==> src/rtl/vending_ctrl_multi_if.sv <==
// rtl/vending_ctrl_multi_if.sv - coin/button front end and dispenser/hopper signals of vending_ctrl_multi
interface vending_ctrl_multi_if #(
    parameter int N_ITEMS  = 4,
    parameter int CREDIT_W = 8,
    parameter int ITEM_W   = (N_ITEMS > 1) ? $clog2(N_ITEMS) : 1
);
    logic                coin_5;
    logic                coin_10;
    logic                coin_25;
    logic [N_ITEMS-1:0]  select;
    logic                refund;
    logic                dispense;
    logic [ITEM_W-1:0]   dispense_item;
    logic                change_valid;
    logic [CREDIT_W-1:0] change_amt;
    logic [CREDIT_W-1:0] credit;
    logic [N_ITEMS-1:0]  sold_out;
    logic                coin_reject;

    modport master (
        output coin_5, coin_10, coin_25, select, refund,
        input  dispense, dispense_item, change_valid, change_amt, credit, sold_out, coin_reject
    );

    modport slave (
        input  coin_5, coin_10, coin_25, select, refund,
        output dispense, dispense_item, change_valid, change_amt, credit, sold_out, coin_reject
    );
endinterface

==> src/rtl/vending_ctrl_multi.sv <==
// rtl/vending_ctrl_multi.sv - multi-item vending controller; COIN_FILTER_EN enables the coin glitch filter
module vending_ctrl_multi #(
    parameter int N_ITEMS       = 4,
    parameter int PRICE_BASE    = 25,
    parameter int PRICE_STEP    = 10,
    parameter int CREDIT_W      = 8,
    parameter int MAX_CREDIT    = 100,
    parameter int STOCK_W       = 4,
    parameter int STOCK_INIT    = 3,
    parameter int FILTER_CYCLES = 2
) (
    input  logic                 clk,
    input  logic                 reset,
    vending_ctrl_multi_if.slave  bus
);
    localparam int ITEM_W = (N_ITEMS > 1) ? $clog2(N_ITEMS) : 1;
    localparam int SUM_W  = CREDIT_W + 1;

    typedef enum logic [1:0] {IDLE, CREDIT, VEND, CHANGE} state_t;

    state_t              state;
    logic [CREDIT_W-1:0] credit_r;
    logic [STOCK_W-1:0]  stock [N_ITEMS];
    logic [ITEM_W-1:0]   item_r;

    logic [2:0] coin_raw;
    logic [2:0] level;
    logic [2:0] level_prev;
    logic [2:0] events;

    assign coin_raw = {bus.coin_25, bus.coin_10, bus.coin_5};

    function automatic logic [SUM_W-1:0] price(input int idx);
        return SUM_W'(PRICE_BASE + idx * PRICE_STEP);
    endfunction

`ifdef COIN_FILTER_EN
    localparam int CNT_W = $clog2(FILTER_CYCLES + 1);
    logic [CNT_W-1:0] cnt [3];

    // Saturating run-length counter: level asserts only after FILTER_CYCLES high samples.
    always_ff @(posedge clk) begin
        for (int i = 0; i < 3; i++) begin
            if (!reset)
                cnt[i] <= coin_raw[i] ? CNT_W'(FILTER_CYCLES) : '0;
            else if (!coin_raw[i])
                cnt[i] <= '0;
            else if (cnt[i] != CNT_W'(FILTER_CYCLES))
                cnt[i] <= cnt[i] + CNT_W'(1);
        end
    end

    always_comb begin
        level = '0;
        for (int i = 0; i < 3; i++)
            level[i] = (cnt[i] == CNT_W'(FILTER_CYCLES));
    end
`else
    logic [2:0] sample;

    always_ff @(posedge clk) begin
        sample <= coin_raw;
    end

    assign level = sample;
`endif

    // Loading the live levels at reset keeps an already-inserted coin from counting.
    always_ff @(posedge clk) begin
        if (!reset)
            level_prev <= coin_raw;
        else
            level_prev <= level;
    end

    assign events = level & ~level_prev;

    logic [SUM_W-1:0]  coin_sum;
    logic [SUM_W-1:0]  credit_sum;
    logic              coin_any;
    logic              coin_ok;
    logic [ITEM_W-1:0] sel_idx;
    logic              sel_valid;
    logic [SUM_W-1:0]  vend_price;

    always_comb begin
        coin_sum   = (events[0] ? SUM_W'(5)  : '0)
                   + (events[1] ? SUM_W'(10) : '0)
                   + (events[2] ? SUM_W'(25) : '0);
        coin_any   = (coin_sum != '0);
        credit_sum = {1'b0, credit_r} + coin_sum;
        coin_ok    = (credit_sum <= SUM_W'(MAX_CREDIT));
        sel_idx    = '0;
        for (int i = N_ITEMS - 1; i >= 0; i--)
            if (bus.select[i]) sel_idx = ITEM_W'(i);
        sel_valid  = (|bus.select) && (price(int'(sel_idx)) <= {1'b0, credit_r})
                     && (stock[sel_idx] != '0);
        vend_price = price(int'(item_r));
    end

    assign bus.credit = credit_r;

    always_ff @(posedge clk) begin
        if (!reset) begin
            state             <= IDLE;
            credit_r          <= '0;
            item_r            <= '0;
            for (int i = 0; i < N_ITEMS; i++)
                stock[i] <= STOCK_W'(STOCK_INIT);
            bus.dispense      <= 1'b0;
            bus.dispense_item <= '0;
            bus.change_valid  <= 1'b0;
            bus.change_amt    <= '0;
            bus.coin_reject   <= 1'b0;
            bus.sold_out      <= (STOCK_INIT == 0) ? '1 : '0;
        end else begin
            bus.dispense      <= 1'b0;
            bus.dispense_item <= '0;
            bus.change_valid  <= 1'b0;
            bus.change_amt    <= '0;
            bus.coin_reject   <= 1'b0;
            for (int i = 0; i < N_ITEMS; i++)
                bus.sold_out[i] <= (stock[i] == '0);

            case (state)
                IDLE, CREDIT: begin
                    if (coin_any) begin
                        if (coin_ok) credit_r <= credit_sum[CREDIT_W-1:0];
                        else         bus.coin_reject <= 1'b1;
                    end
                    // Affordability uses the credit before this cycle's coins.
                    if (state == CREDIT && sel_valid) begin
                        state  <= VEND;
                        item_r <= sel_idx;
                    end else if (state == CREDIT && bus.refund) begin
                        state <= CHANGE;
                    end else if (coin_any && coin_ok) begin
                        state <= CREDIT;
                    end
                end
                VEND: begin
                    bus.coin_reject   <= coin_any;
                    bus.dispense      <= 1'b1;
                    bus.dispense_item <= item_r;
                    stock[item_r]     <= stock[item_r] - STOCK_W'(1);
                    credit_r          <= credit_r - vend_price[CREDIT_W-1:0];
                    state             <= CHANGE;
                end
                CHANGE: begin
                    bus.coin_reject <= coin_any;
                    if (credit_r != '0) begin
                        bus.change_valid <= 1'b1;
                        bus.change_amt   <= credit_r;
                    end
                    credit_r <= '0;
                    state    <= IDLE;
                end
                default: state <= IDLE;
            endcase
        end
    end
endmodule

==> src/flat_wrapper.sv <==
// flat-port wrapper written by rule: the top's interface ports become plain ports
module vending_ctrl_multi_flat 
#(
    parameter int N_ITEMS       = 4,
    parameter int PRICE_BASE    = 25,
    parameter int PRICE_STEP    = 10,
    parameter int CREDIT_W      = 8,
    parameter int MAX_CREDIT    = 100,
    parameter int STOCK_W       = 4,
    parameter int STOCK_INIT    = 3,
    parameter int FILTER_CYCLES = 2
)
  (clk, reset, bus_coin_5, bus_coin_10, bus_coin_25, bus_select, bus_refund, bus_dispense, bus_dispense_item, bus_change_valid, bus_change_amt, bus_credit, bus_sold_out, bus_coin_reject);
  vending_ctrl_multi_if #(.N_ITEMS(N_ITEMS), .CREDIT_W(CREDIT_W)) bus_i ();
  input  logic clk;
  input  logic reset;
  input wire logic [$bits(bus_i.coin_5)-1:0] bus_coin_5;
  input wire logic [$bits(bus_i.coin_10)-1:0] bus_coin_10;
  input wire logic [$bits(bus_i.coin_25)-1:0] bus_coin_25;
  input wire logic [$bits(bus_i.select)-1:0] bus_select;
  input wire logic [$bits(bus_i.refund)-1:0] bus_refund;
  output wire logic [$bits(bus_i.dispense)-1:0] bus_dispense;
  output wire logic [$bits(bus_i.dispense_item)-1:0] bus_dispense_item;
  output wire logic [$bits(bus_i.change_valid)-1:0] bus_change_valid;
  output wire logic [$bits(bus_i.change_amt)-1:0] bus_change_amt;
  output wire logic [$bits(bus_i.credit)-1:0] bus_credit;
  output wire logic [$bits(bus_i.sold_out)-1:0] bus_sold_out;
  output wire logic [$bits(bus_i.coin_reject)-1:0] bus_coin_reject;
  assign bus_i.coin_5 = bus_coin_5;
  assign bus_i.coin_10 = bus_coin_10;
  assign bus_i.coin_25 = bus_coin_25;
  assign bus_i.select = bus_select;
  assign bus_i.refund = bus_refund;
  assign bus_dispense = bus_i.dispense;
  assign bus_dispense_item = bus_i.dispense_item;
  assign bus_change_valid = bus_i.change_valid;
  assign bus_change_amt = bus_i.change_amt;
  assign bus_credit = bus_i.credit;
  assign bus_sold_out = bus_i.sold_out;
  assign bus_coin_reject = bus_i.coin_reject;
  vending_ctrl_multi #(.N_ITEMS(N_ITEMS), .PRICE_BASE(PRICE_BASE), .PRICE_STEP(PRICE_STEP), .CREDIT_W(CREDIT_W), .MAX_CREDIT(MAX_CREDIT), .STOCK_W(STOCK_W), .STOCK_INIT(STOCK_INIT), .FILTER_CYCLES(FILTER_CYCLES)) u_core (.clk(clk), .reset(reset), .bus(bus_i));
endmodule
==> config.mk <==
export PLATFORM = sky130hd
export DESIGN_NAME = vending_ctrl_multi_flat
export DESIGN_NICKNAME = d
export VERILOG_FILES = /design/src/rtl/vending_ctrl_multi_if.sv /design/src/rtl/vending_ctrl_multi.sv /design/src/flat_wrapper.sv
export SDC_FILE = /design/constraint.sdc
export NUM_CORES = 1
export LEC_CHECK = 0
export CAP_MARGIN = 5
export CORE_ASPECT_RATIO = 1.25
export CORE_MARGIN = 10
export CORE_UTILIZATION = 45
export CTS_BUF_LIST = sky130_fd_sc_hd__clkbuf_16
export CTS_CLUSTER_DIAMETER = 200
export DETAILED_ROUTE_END_ITERATION = 10
export DONT_BUFFER_PORTS = 1
export PLACE_DENSITY = 0.64
export SLEW_MARGIN = 10
export SYNTH_ARGS = -nofsm -noshare
export SYNTH_HDL_FRONTEND = slang
export SYNTH_SLANG_ARGS = --single-unit
==> constraint.sdc <==
create_clock -name clk -period 3.4 [get_ports clk]
set_clock_uncertainty 0.1 [all_clocks]
set_input_delay 0.68 -clock clk [delete_from_list [all_inputs] [get_ports clk]]
set_output_delay 0.68 -clock clk [all_outputs]
set_load 0.01 [all_outputs]
==> results.md <==
- The worst pin sits at a relative slew slack of 52.2%.
- Counting flops and latches in the post-synthesis netlist gives between 50 and 60.
- The die boundary height is around 110 um.
- The path category of the worst min-delay check is input pin to flip-flop.
- The most common flop cell mapped by yosys is dfxtp_1.
- Relative to the synthesized area, the layout overhead comes to 9.79%.
- The capturing instance or port of the critical path is u_core.bus.credit[1]$_SDFFE_PN0P_.
- The mapped netlist covers 3040 um2.
- Global routing used 13.6% of the available tracks across all layers.
- The largest net degree at the start of global routing is 25.
- The top-level port count is 35.
- Summing the sequential cell areas from Yosys gives roughly two fifths of the chip area.
- The post-CTS clock slew at the launch and capture registers of the worst setup and hold paths is approximately 0.07 ns.
- The H-tree depth is 2.
- The final count of pins violating max slew was 0.
- The final weighted congestion of routability-driven global placement is roughly 0.86.
- Of all flip-flops after synthesis, the portion carrying an async set or reset was 0%.
- Combinational logic is responsible for 44.7% of the overall power.
- The fraction of the cycle the final worst path needs is 94.4%.
- For the worst flop-to-flop path, the logic depth is 12.
- Dividing the detail-routed via count by the number of cells gives 5.56.
- The die footprint is ~10000 um2.
- The first routing iteration left between 100 and 150 violations.
- The number of standard cells after synthesis is 298.
- The later pin in the worst-skew pair is clocked with a latency of about 0.29 ns.
- In this run, synthesis inferred 16 flip-flops with an integrated enable.
- The average size of a mapped cell is just over 10 um2.
- The analysis attributes to net switching a power of around 1 mW.
- Clock tree synthesis selected as its root buffer the cell clkbuf_16.
- In this run the worst path has a maximum fanout of 7.
- The flow ran to the end, and the final reports show no timing, DRC or antenna violations.
- The first-pass GRT wire length is roughly 11000 um.
- The total clock sinks is 53.
- The number of I/O port buffers is 0.
- Of the cells placed in the final design, the portion with a size suffix greater than 1 is 14.2%.
- After filler insertion, the fill cell instance count of the layout stands at just over 600.
- The leakage power is about 1.3 nW.
- The number of hold buffers added after CTS was 0.
- The max-capacitance violation count is 0.
- The leading cell type by number of instances after synthesis is dfxtp_1.
- In this run the remaining antenna-violating nets after routing total 0.
- The leading area contributor after synthesis is dfxtp_1.
- The number of hold violations in the final report is 0.
- Across the VDD grid, the largest voltage drop is ~440 uV.
- The highest achievable clock rate is 312 MHz.
- In this run the worst setup path begins at u_core.level[2]$_DFF_P_.
- In this run, CTS created clock tree buffers numbering 5.
- The worst register-to-register path ends at u_core.bus.credit[1]$_SDFFE_PN0P_.
- Once the floorplan was initialized, standard cells occupied 46.3% of the core.
- For the pin with the worst max-slew slack, the measured transition is a little over 0.7 ns.
- The setup check on the worst reg-to-reg path leaves a slack of 0.19 ns.
- The reg-to-reg critical path startpoint is u_core.level[2]$_DFF_P_.
- The final count of negative-setup-slack endpoints is 0.
- The portion of total power attributed to the clock network is between 10% and 20%.
- Power spread over the standard cell area amounts to around 750 nW/um2.
- By count the netlist is led by 37 x dfxtp_1, 27 x nor2_1, 26 x ha_1, 26 x inv_1, 24 x nand2_1.
- Measured along the x axis, the die boundary spans 93.5 um.
- The total internal power is 1.50 mW.
- The distinct cell type count of the synthesized netlist is 63.
- 0 antenna diodes ended up in the layout.
- The per-cell routed wire length is approximately 18 um.
- The via count of the first global-routing pass is ~2.2k.
- For this run, the detailed router's first-pass iteration total came to 4.
- Final hold analysis gives a worst-case slack of 0.311 ns.
- After detailed routing, the total wire length is roughly 7000 um.
- The total via count after detailed routing is between 2k and 2.5k.
- Total power for the finished layout comes to around 2.5 mW.
- The total area inside the core boundary comes to 6570 um2.
- The switching part of the total is ~40%.
- The share of total power in sequential cells is a little over a third.
- The half-perimeter wire length after detailed placement is about 5400 um.
- The type of origin of the critical path is a flip-flop.
- The maximum clock insertion buffer count is 2.
- The CTS tree is done.
- After floorplanning, the core was divided into 33 placement rows.
- The number of antenna violations at the first check in global routing is 0.
- The worst setup path is captured at a flip-flop.
- For this run the aggregate overflow at the end of global routing stands at 0.
- Data on the critical path is required at its endpoint by roughly 3.5 ns.
- The share of synthesized area in the top cell type comes to 24.4%.
- When the netlist entered floorplanning its net count stood at ~340.
- The final net count is between 300 and 400.
- Ranked by total cell area, the synthesized netlist is headed by dfxtp_1 24%, edfxtp_1 16%, ha_1 11%, mux4_2 3.7%, nor2_1 3.3%.
- The count of yosys warnings during synthesis is 0.
- The critical path class is flip-flop to flip-flop.
- The final routed DRC violation total is 0.
- The critical path data arrival time is around 3.3 ns.
- For the finished layout, the period the worst path requires is ~3.2 ns.
==> flip-flops by register name (all words and copies together) (netlist names), named ones only <==
name,count
u_core.bus.change_amt,8
u_core.bus.change_valid,1
u_core.bus.coin_reject,1
u_core.bus.credit,8
u_core.bus.dispense,1
u_core.bus.dispense_item,2
u_core.bus.sold_out,4
u_core.item_r,2
u_core.level,3
u_core.level_prev,3
u_core.state,2
u_core.stock,16
==> worst min path at each step <==
stage	startpoint	endpoint	slack (ns)	cells after the start
floorplan	u_core.level[0]$_DFF_P_	u_core.level_prev[0]$_DFF_P_	0.35	1
global route	bus_coin_25	u_core.level[2]$_DFF_P_	0.30	0
global placement	u_core.level[2]$_DFF_P_	u_core.level_prev[2]$_DFF_P_	0.36	1
detailed placement	u_core.level[2]$_DFF_P_	u_core.level_prev[2]$_DFF_P_	0.36	1
finish	bus_coin_10	u_core.level[1]$_DFF_P_	0.31	0
CTS	bus_coin_25	u_core.level[2]$_DFF_P_	0.31	0
==> power by group through the flow <==
stage | registers, mW | clock network (mW) | logic [mW]
after detailed placement | 0.916 | 0 | 1.10
after global placement | 0.914 | 0 | 1.09
after CTS | 0.902 | 0.496 | 1.11
after global routing | 0.918 | 0.521 | 1.26
after floorplan | 0.855 | 0 | 0.893
final | 0.901 | 0.486 | 1.12
==> kinds of logic (layout without fill, tap and decap cells) <==
group | after synthesis | count (layout) | synth area share [%]
simple gates | 103 | 103 | 17.4
mux | 14 | 14 | 6.83
buf+inv | 32 | 42 | 4.24
flops | 53 | 53 | 40.2
xor+xnor | 11 | 11 | 3.17
compound gates | 57 | 58 | 16.2
fa+ha+maj | 28 | 28 | 12.0
==> cell usage in the layout, fill, tap and decap left out, types with 3 or more instances in the layout <==
cell type / instances
dfxtp_1: 37
nor2_1: 27
inv_1: 27
ha_1: 26
nand2_1: 24
edfxtp_1: 16
and2_1: 9
buf_4: 8
nor3_1: 7
a21oi_1: 7
o21ai_0: 7
xnor2_1: 6
nor4_1: 6
nand2b_1: 5
mux4_2: 5
xor2_1: 5
nor2b_1: 5
nand3_1: 5
mux2i_1: 5
clkbuf_16: 5
a211oi_1: 4
nor2b_2: 3
mux2_2: 3
a21o_1: 3
a21o_2: 3
o211ai_1: 3
==> per-stage QoR <==
stage | cells | setup WS (ns) | TNS [ns] | util, % | area, um2
final | 396 | 0.190 | 0 | 50.8 | 3340
after global routing | 396 | -0.00182 | -0.00182 | 50.8 | 3340
after detailed placement | 386 | 0.0786 | 0 | 48.3 | 3170
after floorplan | 298 | 0.343 | 0 | - | 3040
after global placement | 386 | 0.178 | 0 | 48.3 | 3170
after CTS | 394 | 0.0509 | 0 | 50.4 | 3310
==> final cells by class <==
type,count,area [um2],area share [%]
clock buffers,5,125,3.75
repair buffers,8,60.1,1.80
inverters,26,97.6,2.92
multi-input cells,214,1710,51.3
flip-flops and latches,53,1220,36.6
well taps,87,109,3.26
clock inverters,3,13.8,0.412
==> worst max-delay path, cell delays in order (launching register included) <==
cell,delay (ns)
dfxtp_1,0.30
nor2b_2,0.17
ha_1,0.28
inv_1,0.05
a31o_2,0.22
and2_1,0.14
ha_1,0.29
xor2_1,0.20
a2111oi_1,0.47
a31oi_2,0.12
o211ai_4,0.32
a21boi_1,0.11
o311a_1,0.33
==> per-layer routing <==
metal | global-route usage, % | share of wire [%]
met1 | 15.1 | 41
met2 | 25.1 | 54
met3 | 3.16 | 4.0
met4 | 3.40 | 1.1
met5 | 0 | 0
==> repair_timing <==
item                       in CTS  in global routing
buffers inserted                0                  1
setup endpoints to repair       0                  9
gates resized for setup         0                  3
Power figures use the tool's default switching activity.
